<file path="config.mk">
export PLATFORM = sky130hd
export DESIGN_NAME = lcd_bus_arbiter
export DESIGN_NICKNAME = d
export VERILOG_FILES = /design/src/rtl/lcd_bus_arbiter.sv
export SDC_FILE = /design/constraint.sdc
export NUM_CORES = 1
export LEC_CHECK = 0
export CORE_MARGIN = 8
export CORE_UTILIZATION = 43
export CTS_CLUSTER_SIZE = 24
export DETAILED_ROUTE_END_ITERATION = 8
export MAX_ROUTING_LAYER = met4
export PLACE_DENSITY = 0.8
export SKIP_LAST_GASP = 1
export SYNTH_ARGS = -nofsm -noshare
export SYNTH_HDL_FRONTEND = slang
export SYNTH_SLANG_ARGS = --single-unit
export TNS_END_PERCENT = 50
</file>
<file path="constraint.sdc">
create_clock -name clk -period 2.05 [get_ports clk]
set_clock_uncertainty 0.05 [all_clocks]
set_input_delay 0.615 -clock clk [delete_from_list [all_inputs] [get_ports clk]]
set_output_delay 0.615 -clock clk [all_outputs]
set_load 0.1 [all_outputs]
</file>
<file path="src/rtl/lcd_bus_arbiter.sv">
// rtl/lcd_bus_arbiter.sv - two-requester HD44780 bus arbiter that owns all LCD bus timing
module lcd_bus_arbiter #(
    parameter int CNT_W          = 32,
    parameter int POWERON_CYC    = 1000000,
    parameter int SETUP_CYC      = 2000,
    parameter int EN_CYC         = 50,
    parameter int EXEC_CYC       = 2000,
    parameter int CLEAR_EXEC_CYC = 100000
) (
    input  logic        clk,
    input  logic        reset,
    input  logic [1:0]  req_valid,
    input  logic [1:0]  req_rs,
    input  logic [15:0] req_data,
    input  logic [1:0]  req_lock,
    output logic [1:0]  req_ready,
    output logic [1:0]  req_done,
    output logic        owner,
    output logic        init_done,
    output logic [7:0]  lcd_data,
    output logic        lcd_rs,
    output logic        lcd_en,
    output logic        lcd_rw,
    output logic        lcd_on,
    output logic        lcd_blon
);

    typedef enum logic [2:0] {
        ST_POWER_ON,
        ST_IDLE,
        ST_SETUP,
        ST_EN_HIGH,
        ST_EXEC
    } state_t;

    // Terminal counts: each phase leaves when the counter reaches N-1
    localparam logic [CNT_W-1:0] L_POWERON_LAST = CNT_W'(POWERON_CYC - 1);
    localparam logic [CNT_W-1:0] L_SETUP_LAST   = CNT_W'(SETUP_CYC - 1);
    localparam logic [CNT_W-1:0] L_EN_LAST      = CNT_W'(EN_CYC - 1);
    localparam logic [CNT_W-1:0] L_EXEC_LAST    = CNT_W'(EXEC_CYC - 1);
    localparam logic [CNT_W-1:0] L_CLEAR_LAST   = CNT_W'(CLEAR_EXEC_CYC - 1);

    state_t           r_state;
    logic [CNT_W-1:0] r_cnt;
    logic             r_last_grant;
    logic             r_lock;
    logic             r_long;
    logic             r_owner;
    logic             r_init_done;
    logic             r_en;
    logic             r_rs;
    logic [7:0]       r_data;
    logic [1:0]       r_done;

    logic             w_grant;
    logic             w_grant_ok;
    logic             w_xfer;
    logic             w_sel_rs;
    logic             w_sel_lock;
    logic [7:0]       w_sel_data;
    logic [CNT_W-1:0] w_exec_last;

    // Choose the requester eligible this cycle: locked owner, else round-robin
    always_comb begin
        w_grant    = 1'b0;
        w_grant_ok = 1'b0;
        if (r_lock) begin
            w_grant    = r_owner;
            w_grant_ok = req_valid[r_owner];
        end else if (req_valid == 2'b11) begin
            w_grant    = ~r_last_grant;
            w_grant_ok = 1'b1;
        end else if (req_valid[1]) begin
            w_grant    = 1'b1;
            w_grant_ok = 1'b1;
        end else if (req_valid[0]) begin
            w_grant    = 1'b0;
            w_grant_ok = 1'b1;
        end
    end

    assign w_xfer      = (r_state == ST_IDLE) && w_grant_ok;
    assign req_ready   = w_xfer ? (w_grant ? 2'b10 : 2'b01) : 2'b00;
    assign w_sel_rs    = req_rs[w_grant];
    assign w_sel_lock  = req_lock[w_grant];
    assign w_sel_data  = w_grant ? req_data[15:8] : req_data[7:0];
    // Clear/home commands need the much longer execution wait
    assign w_exec_last = r_long ? L_CLEAR_LAST : L_EXEC_LAST;

    // Bus sequencer: power-on wait, grant, setup, enable pulse, execution wait
    always_ff @(posedge clk) begin
        if (reset) begin
            r_state      <= ST_POWER_ON;
            r_cnt        <= '0;
            r_last_grant <= 1'b1;
            r_lock       <= 1'b0;
            r_long       <= 1'b0;
            r_owner      <= 1'b0;
            r_init_done  <= 1'b0;
            r_en         <= 1'b0;
            r_rs         <= 1'b0;
            r_data       <= 8'h00;
            r_done       <= 2'b00;
        end else begin
            r_done <= 2'b00;
            case (r_state)
                ST_POWER_ON: begin
                    if (r_cnt == L_POWERON_LAST) begin
                        r_cnt       <= '0;
                        r_init_done <= 1'b1;
                        r_state     <= ST_IDLE;
                    end else begin
                        r_cnt <= r_cnt + 1'b1;
                    end
                end
                ST_IDLE: begin
                    if (w_xfer) begin
                        r_rs         <= w_sel_rs;
                        r_data       <= w_sel_data;
                        r_owner      <= w_grant;
                        r_last_grant <= w_grant;
                        r_lock       <= w_sel_lock;
                        r_long       <= ~w_sel_rs && (w_sel_data[7:2] == 6'd0);
                        r_cnt        <= '0;
                        r_state      <= ST_SETUP;
                    end
                end
                ST_SETUP: begin
                    if (r_cnt == L_SETUP_LAST) begin
                        r_cnt   <= '0;
                        r_en    <= 1'b1;
                        r_state <= ST_EN_HIGH;
                    end else begin
                        r_cnt <= r_cnt + 1'b1;
                    end
                end
                ST_EN_HIGH: begin
                    if (r_cnt == L_EN_LAST) begin
                        r_cnt   <= '0;
                        r_en    <= 1'b0;
                        r_state <= ST_EXEC;
                    end else begin
                        r_cnt <= r_cnt + 1'b1;
                    end
                end
                ST_EXEC: begin
                    if (r_cnt == w_exec_last) begin
                        r_cnt   <= '0;
                        r_done  <= r_owner ? 2'b10 : 2'b01;
                        r_state <= ST_IDLE;
                    end else begin
                        r_cnt <= r_cnt + 1'b1;
                    end
                end
                default: begin
                    r_cnt   <= '0;
                    r_en    <= 1'b0;
                    r_state <= ST_POWER_ON;
                end
            endcase
        end
    end

    assign req_done  = r_done;
    assign owner     = r_owner;
    assign init_done = r_init_done;
    assign lcd_data  = r_data;
    assign lcd_rs    = r_rs;
    assign lcd_en    = r_en;
    assign lcd_rw    = 1'b0;
    assign lcd_on    = 1'b1;
    assign lcd_blon  = 1'b1;

endmodule

</file>
==> results of run 1 <==
==> worst min-delay path, stage by stage, from the launching register on <==
cell and delay (ns):
dfxtp_1 0.36, o31ai_1 0.08, a21oi_1 0.06
==> worst paths after layout <==
path	start	endpoint	slack, ns	depth (start not counted)
setup / recovery	r_cnt[21]	r_cnt[26]	-0.31	8
setup reg to reg	r_cnt[21]	r_cnt[26]	-0.31	8
hold / removal	lcd_en	lcd_en	0.49	2
hold reg to reg	lcd_en	lcd_en	0.49	2
==> stage by stage <==
stage               setup WS [ns]  instances  TNS [ns]
finish                     -0.308        491     -9.59
global route               -0.367        491    -12.16
CTS                        -0.282        491     -8.85
detailed placement         -0.565        477    -17.61
global placement           -0.493        477    -14.02
floorplan                  -0.502        313     -6.03
==> per-layer routing <==
metal | up-vias | wire, µm
met5 | - | 0
met4 | 0 | 199
met3 | 18 | 538
met2 | 94 | 3790
met1 | 1261 | 3350
li1 | 1307 | -
==> cells in the final DEF, fill, tap and decap left out, drive strengths merged, types with 3 or more instances in the layout <==
cell type / count
o21ai: 5
conb: 3
and4: 6
clkdlybuf4s50: 21
dfxtp: 52
a21oi: 9
nand3: 14
nor4: 12
xnor2: 10
nor3: 6
inv: 6
nor2: 56
xor2: 20
clkbuf: 6
nand4: 10
buf: 87
a211oi: 12
nor4b: 4
nand2: 20
mux2i: 11
and2: 5
and3: 9
==> what timing repair did <==
action	4_1_cts	5_1_grt
gates cloned	1	0
setup buffers	5	0
setup endpoints to repair	37	39
resized for setup	14	1
pin swaps	3	1
==> kinds of logic (layout without fill, tap and decap cells) <==
family,Yosys count,in the layout,share of synthesized area
AND/OR/NAND/NOR,157,157,0.319
XOR/XNOR,30,30,0.0969
multiplexers,11,11,0.0406
flip-flops,52,52,0.384
other,2,3,0.00277
AO/OA/AOI/OAI,38,38,0.105
buffers and inverters,20,121,0.0429
adder cells (fa/ha/maj),2,2,0.00922
==> power groups by stage <==
stage / registers, mW / logic, mW / clock network [mW]
after global placement: 1.22 / 1.37 / 0
after CTS: 1.20 / 1.53 / 0.606
after global routing: 1.22 / 1.64 / 0.648
after floorplan: 1.51 / 0.623 / 0
after detailed placement: 1.23 / 1.40 / 0
final: 1.20 / 1.54 / 0.604
==> sequential cells by signal, summed over array words and instances, names as in the netlist <==
register and flops:
r_cnt 32, lcd_data 8, r_state 3, req_done 2, init_done 1, lcd_en 1, lcd_rs 1, owner 1
r_last_grant 1, r_lock 1, r_long 1
==> final cells by class <==
type | instances | area share
multi-input combinational | 241 | 0.410
timing repair buffer | 108 | 0.276
sequential | 52 | 0.264
tap | 77 | 0.0243
clock buffer | 6 | 0.0183
inverter | 5 | 0.00473
clock inverter | 2 | 0.00347
==> flow_metrics.env, run 1 <==
export IMPL_status="complete, but fails checks"
export IMPL_violations_in_the_final_reports="setup timing"
export IMPL_totalPowerFinal_mw=3.35
export IMPL_detail_route_antenna_nets=0
export IMPL_final_area_um2=3970
export IMPL_cp_slowest_stage_delay_ns=0.50
export IMPL_period_needed_ns=2.36
export IMPL_synth_yosys_warnings=0
export IMPL_post_route_drc_count=0
export IMPL_ctsLongestPathBuffers=2
export IMPL_critPathKind="flop to flop"
export IMPL_internal_power_mw=1.99
export IMPL_clkLatencyLatePin_ns=0.32
export IMPL_detail_route_vias_per_cell=5.46
export IMPL_total_switching_power_mw=1.36
export IMPL_grt_pass1_wl_mm=13.4
export IMPL_placed_cell_area_um2=3800
export IMPL_post_synth_main_area_contributors="dfxtp_1, nor2_1, xor2_1"
export IMPL_grt_ovfl_total=0
export IMPL_finalNetCount=439
export IMPL_die_y_um=95.4
export IMPL_post_synth_cell_area_avg_um2=8.69
export IMPL_slew_violations=0
export IMPL_dr_pass1_iters=4
export IMPL_register_area_um2=1050
export IMPL_post_route_worst_setup_slack_ns=-0.308
export IMPL_cpLargestDelayFamily="simple AND/OR/NAND/NOR gates"
export IMPL_grt_usage=0.190
export IMPL_combined_area_of_the_multi_input_logic_cells_um2=1630
export IMPL_maxCapViolCount=0
export IMPL_unrepaired_setup_endpoints_after_global_routing="yes"
export IMPL_finish_utilization=0.636
export IMPL_floorplan_initialDensity=0.435
export IMPL_slew_headroom=0.672
export IMPL_postSynth_topFlopCell="dfxtp_1"
export IMPL_io_pins=43
export IMPL_port_buffer_count=39
export IMPL_unique_cell_type_count_in_the_yosys_netlist=52
export IMPL_routed_via_count=2680
export IMPL_ys_top_cells_by_count="dfxtp_1, nor2_1, nand2_1, xor2_1, nand3_1"
export IMPL_worst_slew_pin_transition_ns=0.488
export IMPL_antenna_found_initial=0
export IMPL_routabilityCongestion=0.864
export IMPL_critPathLaunchType="flop"
export IMPL_hold_viol=0
export IMPL_die_area_um2=9110
export IMPL_holdWs_ns=0.489
export IMPL_totalWireLength_mm=7.87
export IMPL_coreArea_um2=6240
export IMPL_grt_util_met2=0.327
export IMPL_path_max_fanout=15
export IMPL_synth_edf_count=0
export IMPL_tritoncts_clock_tree="yes"
export IMPL_syn_area_um2=2710
export IMPL_fillCellCount=490
export IMPL_die_width_um=95.4
export IMPL_clkSlewWorstSetupHoldPaths_ns=0.10
export IMPL_power_share_combinational=0.460
export IMPL_synthDominantCellAreaShare=0.384
export IMPL_clkPwrFrac=0.180
export IMPL_class_of_the_worst_hold_path="flop to flop"
export IMPL_dpl_hpwl_mm=6.02
export IMPL_grt_pass1_vias=2844
export IMPL_core_rowCount=29
export IMPL_setup_violations_final=37
export IMPL_crit_slowest_cell="or4_4"
export IMPL_numCtsBuffers=5
export IMPL_timing_critical_path_buf_inv=2
export IMPL_layout_drive_gt1_share=0.297
export IMPL_yosys_register_bits=52
export IMPL_htree_num_levels=2
export IMPL_ir_drop_v=0.000720
export IMPL_critPathArrivalTime_ns=2.50
export IMPL_cts_hold_buf=0
export IMPL_yosysSeqAreaShare=0.384
export IMPL_antenna_diode_count=0
export IMPL_cellPowerDensity_nw_per_um2=843
export IMPL_drt_iter0_markers=182
export IMPL_synth_cells=312
export IMPL_total_leakage_power_nw=1.59
export IMPL_power_sequential_fraction=0.359
export IMPL_clock_root_buffer="clkbuf_8"
export IMPL_critical_path_cell_chain="or2_1 -> or4_4 -> nor4b_4 -> o221ai_4 -> o31ai_4 -> buf_4 -> buf_12 -> a21oi_1"
export IMPL_globalRoute_busiestLayer="met2"
export IMPL_fmaxAchievable_mhz=424
export IMPL_cp_data_required_time_ns=2.20
export IMPL_clock_sinks=52
export IMPL_switching_share=0.406
export IMPL_synthArstFlopShare=0
export IMPL_grtUsageMet1=0.209
export IMPL_grt_start_max_net_pins=26
export IMPL_avgRoutedWirePerCell_um=16.0
export IMPL_synth_most_common_cell="dfxtp_1"
export IMPL_synthDominantAreaCellType="dfxtp_1"
export IMPL_area_delta_synth_final_pct=46.3
export IMPL_final_period_utilization=1.15
export IMPL_worst_setup_path_end_kind="flop"
export IMPL_global_route_usage_met3=0.0583
No activity file was read; power rests on OpenSTA's default activity.
==> inputs of run 2 (changes only) <==
- CORE_MARGIN: 8 -> 5
- PLACE_DENSITY: 0.8 -> 0.66
==> run 2 against run 1 <==
Net effect:
- the flow still finishes with violations (setup timing)
- combinational power is 8% higher
- fmax decreased by 0.84%
- final cell count up 1.6%
- final area increased by 4.0%
- register-to-register slack worse by 0.02 ns
- worst hold slack got worse by 0.026 ns
- highest routed layer unchanged
- global-route usage is 1.1 points higher
==> flow_metrics.env, run 2 (synthesis results as in run 1) <==
export IMPL_status="complete, but fails checks"
export IMPL_violations_in_the_final_reports="setup timing"
export IMPL_cp_slowest_stage_delay_ns=0.49
export IMPL_timing_hold_worst_path_depth=2
export IMPL_ctsLongestPathBuffers=2
export IMPL_r2r_cells=8
export IMPL_floorplan_initialDensity=0.435
export IMPL_clkSlewWorstSetupHoldPaths_ns=0.10
export IMPL_antenna_found_initial=0
export IMPL_totalPowerFinal_mw=3.48
export IMPL_critPathLaunchType="flop"
export IMPL_dr_pass1_iters=4
export IMPL_period_needed_ns=2.38
export IMPL_die_y_um=89.4
export IMPL_timing_critical_path_buf_inv=2
export IMPL_class_of_the_worst_hold_path="flop to flop"
export IMPL_final_area_um2=4130
export IMPL_detail_route_antenna_nets=0
export IMPL_holdWs_ns=0.463
export IMPL_rr_endpoint="r_cnt[11]"
export IMPL_layout_drive_gt1_share=0.329
export IMPL_unrepaired_setup_endpoints_after_global_routing="yes"
export IMPL_avgRoutedWirePerCell_um=15.5
export IMPL_layout_common_cells="buf_4, dfxtp_1, nor2_1"
export IMPL_hold_viol=0
export IMPL_antenna_diode_count=0
export IMPL_total_leakage_power_nw=1.64
export IMPL_cts_hold_buf=0
export IMPL_grt_pass1_wl_mm=12.1
export IMPL_place_inst=480
export IMPL_numCtsBuffers=5
export IMPL_grt_ovfl_total=0
export IMPL_routed_via_count=2673
export IMPL_placed_cell_area_um2=3830
export IMPL_finalNetCount=447
export IMPL_fillCellCount=498
export IMPL_ir_drop_v=0.000539
export IMPL_coreArea_um2=6240
export IMPL_critPathArrivalTime_ns=2.54
export IMPL_clkLatencyLatePin_ns=0.31
export IMPL_post_route_worst_setup_slack_ns=-0.328
export IMPL_logic_depth_of_the_worst_path_buffers_included=8
export IMPL_htree_num_levels=2
export IMPL_slew_violations=0
export IMPL_cp_data_required_time_ns=2.21
export IMPL_worst_case_register_to_register_setup_slack_ns=-0.33
export IMPL_area_delta_synth_final_pct=52.1
export IMPL_worst_setup_path_end_kind="flop"
export IMPL_clock_sinks=52
export IMPL_port_buffer_count=39
export IMPL_critPathCapture="r_cnt[11]"
export IMPL_post_route_drc_count=0
export IMPL_cellPowerDensity_nw_per_um2=843
export IMPL_clock_root_buffer="clkbuf_8"
export IMPL_final_period_utilization=1.16
export IMPL_setup_violations_final=38
export IMPL_critical_path_cell_chain="or2_4 -> or4_4 -> nor4_4 -> nor2_2 -> o31ai_4 -> buf_6 -> clkbuf_16 -> nor2_1"
export IMPL_tritoncts_clock_tree="yes"
export IMPL_die_width_um=89.4
export IMPL_io_pins=43
export IMPL_totalWireLength_mm=7.74
export IMPL_grt_start_max_net_pins=26
export IMPL_drt_iter0_markers=152
export IMPL_grt_pass1_vias=2598
export IMPL_crit_slowest_cell="or4_4"
export IMPL_final_common_cell="buf_4"
export IMPL_registers_top_by_ff_count="r_cnt"
export IMPL_maxCapViolCount=0
export IMPL_critPathKind="flop to flop"
export IMPL_instances_no_fill=499
export IMPL_detail_route_vias_per_cell=5.36
export IMPL_cpLargestDelayFamily="simple AND/OR/NAND/NOR gates"
export IMPL_path_max_fanout=8
export IMPL_routabilityCongestion=0.915
export IMPL_crit_start="r_cnt[21]"
export IMPL_die_area_um2=8000
export IMPL_grt_usage=0.202
export IMPL_fmaxAchievable_mhz=420
export IMPL_dpl_hpwl_mm=5.72
export IMPL_largest_register_ffs=32
export IMPL_core_rowCount=29
export IMPL_rr_startpoint="r_cnt[21]"
export IMPL_finish_utilization=0.661
run 2: cell types whose count changed in the layout (fill, tap and decap cells not counted), moves of 2 or more:
| cell | previous run | this run |
|---|---|---|
| nor2_1 | 49 | 43 |
| nor2_2 | 7 | 5 |
| buf_6 | 1 | 5 |
| buf_2 | 2 | 0 |
| clkbuf_16 | 0 | 2 |
| nor2_4 | 0 | 8 |
| buf_4 | 66 | 71 |
run 2: cell type report:
| cell class | count | area (µm²) | area share |
|---|---|---|---|
| flip-flops and latches | 52 | 1050 | 0.254 |
| inverters | 5 | 18.8 | 0.00455 |
| clock inverters | 1 | 7.51 | 0.00182 |
| clock buffers | 7 | 86.3 | 0.0209 |
| repair buffers | 116 | 1180 | 0.287 |
| well taps | 77 | 96.3 | 0.0233 |
| multi-input cells | 241 | 1680 | 0.408 |
run 2: worst min-delay path by stage:
stage	startpoint	endpoint	slack, ns
6_report	lcd_en	lcd_en	0.46
5_1_grt	lcd_en	lcd_en	0.51
4_1_cts	lcd_en	lcd_en	0.47
3_5_place_dp	lcd_en	lcd_en	0.45
3_3_place_gp	lcd_en	lcd_en	0.45
2_1_floorplan	r_cnt[31]	r_cnt[31]	0.41
run 2: worst min-delay path: cells and delay by family, from the launching register on:
family,cells,cell delay (ns)
AO/OA/AOI/OAI,2,0.12
flip-flops,1,0.35
run 2: what timing repair did:
item / 4_1_cts / 5_1_grt
setup endpoints to repair: 37 / 41
setup buffers: 6 / 3
cloned: 1 / 2
pin swaps: 3 / 11
gates resized for setup: 15 / 22
run 2: power breakdown:
part	internal (mW)	switching (mW)	total, mW
Combinational	0.720	0.954	1.67
Clock	0.275	0.340	0.616
Sequential	1.11	0.0816	1.19
Total	2.10	1.38	3.48
run 2: through the flow:
stage	setup TNS (ns)	worst slack [ns]
global route	-12.65	-0.370
global placement	-14.09	-0.501
finish	-10.27	-0.328
floorplan	-6.03	-0.502
CTS	-9.27	-0.306
detailed placement	-16.40	-0.566
run 2: layer usage:
layer	global-route usage	up-vias	part of all wire
met5	-	-	0
met4	0.0622	0	0.017
met3	0.0341	14	0.053
met2	0.350	87	0.51
met1	0.237	1245	0.42
li1	-	1327	-
